File: src/rtl/pc_sequencer.sv
// Program-counter sequencer: BOOT/RUN/HALT control, stall, jump/branch redirect.
// Optional performance counters are built when PC_PERF_CNT_EN is defined.
module pc_sequencer #(
  parameter int                 width    = 32,
  parameter logic [width-1:0]   RESET_PC = '0
) (
  input  logic               clk,
  input  logic               reset,
  input  logic [width-1:0]   PCBranch,
  input  logic               PCSrc,
  input  logic [width-1:0]   JumpTarget,
  input  logic               Jump,
  input  logic               Stall,
  input  logic               Halt,
  input  logic               Resume,
  output logic [width-1:0]   PC,
  output logic [width-1:0]   PCPlus1,
  output logic               FetchValid,
  output logic               Redirect,
  output logic               Halted
`ifdef PC_PERF_CNT_EN
  ,
  output logic [31:0]        BranchCount,
  output logic [31:0]        StallCount
`endif
);

  typedef enum logic [1:0] {BOOT, RUN, HALT} state_t;

  state_t             r_state;
  state_t             w_nextState;
  logic [width-1:0]   r_pc;
  logic [width-1:0]   w_nextPc;
  logic               r_redirect;
  logic               w_load;

  always_ff @(posedge clk or posedge reset) begin
    if (reset) begin
      r_state    <= BOOT;
      r_pc       <= RESET_PC;
      r_redirect <= 1'b0;
    end else begin
      r_state    <= w_nextState;
      r_pc       <= w_nextPc;
      r_redirect <= w_load;
    end
  end

  // Halt outranks Stall, which outranks Jump, which outranks PCSrc.
  always_comb begin
    w_nextState = r_state;
    w_nextPc    = r_pc;
    w_load      = 1'b0;
    case (r_state)
      BOOT: w_nextState = RUN;
      RUN: begin
        if (Halt) begin
          w_nextState = HALT;
        end else if (Stall) begin
          w_nextPc = r_pc;
        end else if (Jump) begin
          w_nextPc = JumpTarget;
          w_load   = 1'b1;
        end else if (PCSrc) begin
          w_nextPc = PCBranch;
          w_load   = 1'b1;
        end else begin
          w_nextPc = PCPlus1;
        end
      end
      HALT: begin
        if (Resume && !Halt) w_nextState = RUN;
      end
      default: w_nextState = BOOT;
    endcase
  end

  always_comb begin
    PC         = r_pc;
    PCPlus1    = r_pc + width'(1);
    FetchValid = (r_state == RUN);
    Halted     = (r_state == HALT);
    Redirect   = r_redirect;
  end

`ifdef PC_PERF_CNT_EN
  logic [31:0] r_branchCount;
  logic [31:0] r_stallCount;

  // Both counters saturate rather than wrap.
  always_ff @(posedge clk or posedge reset) begin
    if (reset) begin
      r_branchCount <= '0;
      r_stallCount  <= '0;
    end else begin
      if (w_load && r_branchCount != 32'hFFFF_FFFF)
        r_branchCount <= r_branchCount + 32'd1;
      if (r_state == RUN && Stall && !Halt && r_stallCount != 32'hFFFF_FFFF)
        r_stallCount <= r_stallCount + 32'd1;
    end
  end

  assign BranchCount = r_branchCount;
  assign StallCount  = r_stallCount;
`endif

endmodule

File: config.mk
export PLATFORM = sky130hd
export DESIGN_NAME = pc_sequencer
export DESIGN_NICKNAME = d
export VERILOG_FILES = /design/src/rtl/pc_sequencer.sv
export SDC_FILE = /design/constraint.sdc
export NUM_CORES = 1
export LEC_CHECK = 0
export CAP_MARGIN = 25
export CORE_MARGIN = 2
export CORE_UTILIZATION = 43
export CTS_BUF_LIST = sky130_fd_sc_hd__clkbuf_4 sky130_fd_sc_hd__clkbuf_8
export DETAILED_ROUTE_END_ITERATION = 6
export PLACE_DENSITY = 0.83
export SLEW_MARGIN = 20
export SYNTH_ARGS = -nofsm -noshare
export SYNTH_HDL_FRONTEND = slang
export SYNTH_SLANG_ARGS = --single-unit
File: constraint.sdc
create_clock -name clk -period 2.9 [get_ports clk]
set_input_delay 0.87 -clock clk [delete_from_list [all_inputs] [get_ports clk]]
set_output_delay 0.87 -clock clk [all_outputs]
set_load 0.01 [all_outputs]
==> run metrics <==
register area share after synthesis=29.0%; core area=0.00679 mm2; Final setup viols=14; Max Slew Vio Count=0; Vias=4194; number of global-route vias before repair=4081; CP startpoint kind=flip-flop; violated checks=negative setup slack; final net count=658; Sink Count=35; actual slew at the worst max-slew pin=1.10 ns; Yosys cell types=60; largest net degree at the start of global routing=36; Total Routing Usage GR=32.4%; leading area contributor after synthesis=dfrtp_1; Clk pin slew, worst setup/hold paths=0.08 ns; Post-synth ARST share=100%; Mapped Area=0.00302 mm2; CP Class=flip-flop to primary output; outcome=finished, violations left; clock root buffer=clkbuf_8; internal power=2.49 mW; fmax=323 MHz; Post-synth top cells=35 x dfrtp_1, 32 x clkbuf_1, 31 x nand2_1; Pwr Total=between 4 and 5 mW; final wirelength=roughly 14000 um; Post-synth top flop=dfrtp_1; critical-path maximum fanout=3; unrepaired setup endpoints after global routing=true; HPWL Detailed=about 8600 um; Leakage=2.36 nW; Die Width=about 90 um; Syn Area/Cell=7.76 um2; NetSw=2.04 mW; Inserted Clock Buffers=5; Gate power share=70.1%; Tmin final=3.10 ns; Syn Nets=between 400 and 500; # hold bufs at CTS=0; first-pass GRT wire length=a little under 20000 um; Die Area=0.00771 mm2; max-cap check violation count=0; CP arrival=between 2 and 2.5 ns; clk buf depth=2; chip height=87.8 um; initial antenna violation count=0; standard-cell row count=30; crit share post-route=107%; Worst EP required=2.03 ns; CP Capture Type=primary output; Ports=138; share of cells above drive strength 1=29.0%; Pre-antenna DRT Iters=6; CTS tree=built; Hold/Removal Path Class=flip-flop to flip-flop; worst rel slew slack=a little over a quarter; Yosys reg bits=35; Detail Route Antenna Nets=0; synth top area cells=dfrtp_1 29%, xnor2_1 4.9%, nor3_1 4.1%; Pwr per Cell Area=roughly 830 mW/mm2; CTS H-tree lvls=2; sw frac=45.1%; Gate Count Post-Synth=389; DR WL/cell=20.6 um; DRT iter0 DRCs=479; drt drc=0; top-area cell type share of the netlist area=29.0%; most numerous cell in the Yosys netlist=dfrtp_1; Initial Util=around 44%; Syn-to-layout area delta=79.9%; clk_skew=0.0158 ns; ant diodes=0; Place WS=-0.274 ns; PortBufs=137; Post-synth EDFFs=0; Clock power frac=8.9%; Placer Congestion=0.884; fill cell count=405; Final Hold Viols=0; Yosys warning total=0; clock latency on the worst-skew pair=approximately 0.3 ns; Final WS setup=-0.200 ns; part of the power in registers=21.0%; gr ovfl total=0; Vias/cell=6.14; Peak supply drop=0.000556 V
==> kinds of logic (layout without fill, tap and decap cells) <==
family | after synthesis | count (layout) | share of synthesized area (%)
AO/OA/AOI/OAI | 107 | 107 | 24.6
XOR/XNOR | 28 | 28 | 8.12
adder cells (fa/ha/maj) | 1 | 1 | 0.414
buffers and inverters | 52 | 250 | 6.71
flip-flops | 35 | 35 | 29.0
multiplexers | 4 | 4 | 1.37
AND/OR/NAND/NOR | 162 | 162 | 29.7
==> worst max-delay path, cell delays in order (launching register included) <==
cell and delay [ns]:
dfrtp_1 0.48, buf_6 0.14, nand4_4 0.08, or4_4 0.54, or3_4 0.42, xnor2_2 0.14
buf_2 0.14
==> final timing paths <==
kind,to,cells past startpoint,start,slack [ns]
worst min-delay path,r_state[1],1,r_state[1],0.59
worst min register to register,r_state[1],1,r_state[1],0.59
worst max-delay path,PCPlus1[23],6,PC[1],-0.20
max in group asynchronous,r_state[1],3,reset,1.56
worst max register to register,PC[25],8,PC[1],0.57
min in group asynchronous,Redirect,3,reset,0.98
==> state kept, by name, indices dropped and copies added, names as in the netlist <==
| name | cells |
|---|---|
| PC | 32 |
| r_state | 2 |
| Redirect | 1 |
==> what timing repair did <==
item,CTS,global route
pin swaps,5,12
setup endpoints to repair,25,25
gates resized for setup,93,50
cloned,1,1
setup buffers,6,11
==> metrics by stage <==
step / setup TNS (ns) / utilization, % / area, um2 / cells / hold WS, ns
floorplan: 0 / - / 3020 / 389 / 0.501
global placement: -1.32 / 72.8 / 4950 / 657 / 0.554
detailed placement: -2.31 / 72.8 / 4950 / 657 / 0.581
CTS: -0.473 / 76.2 / 5180 / 672 / 0.591
global route: -2.07 / 80.0 / 5430 / 683 / 0.642
finish: -1.22 / 80.0 / 5430 / 683 / 0.587
==> per-layer routing <==
| metal | wire [um] | global-route usage, % | part of all wire (%) |
|---|---|---|---|
| met3 | 1130 | 5.37 | 8.0 |
| met2 | 7060 | 56.2 | 50 |
| met5 | 0 | 0 | 0 |
| met4 | 672 | 15.9 | 4.8 |
| met1 | 5210 | 38.8 | 37 |
==> power by group through the flow <==
stage	clock [mW]	sequential, mW	combinational (mW)
after floorplan	0	1.09	1.17
after global placement	0	0.911	2.92
after detailed placement	0	0.934	2.99
after CTS	0.398	0.928	2.94
after global routing	0.421	0.978	3.36
final	0.405	0.952	3.18
==> layout by cell type (no fill, tap or decap), drive strengths merged, types with 3 or more instances in the layout <==
cell type / count
nand4: 8
o21ai: 25
dlymetal6s2s: 4
nand3: 24
clkbuf: 11
dfrtp: 35
nand2b: 4
o211ai: 9
xnor2: 17
or4: 5
nor2: 22
a31oi: 3
and3: 7
nand2: 31
a22o: 4
a311o: 7
o2bb2ai: 3
o311ai: 3
nor4: 8
mux2i: 3
inv: 13
nor2b: 5
and4: 4
a22oi: 13
buf: 106
nor3: 25
or3: 7
clkdlybuf4s50: 108
a21oi: 19
a221oi: 3
xor2: 11
or2: 4
dlygate4sd2: 4
==> final cells by class <==
cell class / count / area, um2 / share of cell area (%)
well taps: 96 / 120 / 2.21
inverters: 13 / 48.8 / 0.898
clock buffers: 6 / 82.6 / 1.52
flip-flops and latches: 35 / 876 / 16.1
repair buffers: 229 / 2060 / 37.9
clock inverters: 2 / 16.3 / 0.299
multi-input cells: 302 / 2230 / 41.0
Power figures use the tool's default switching activity.
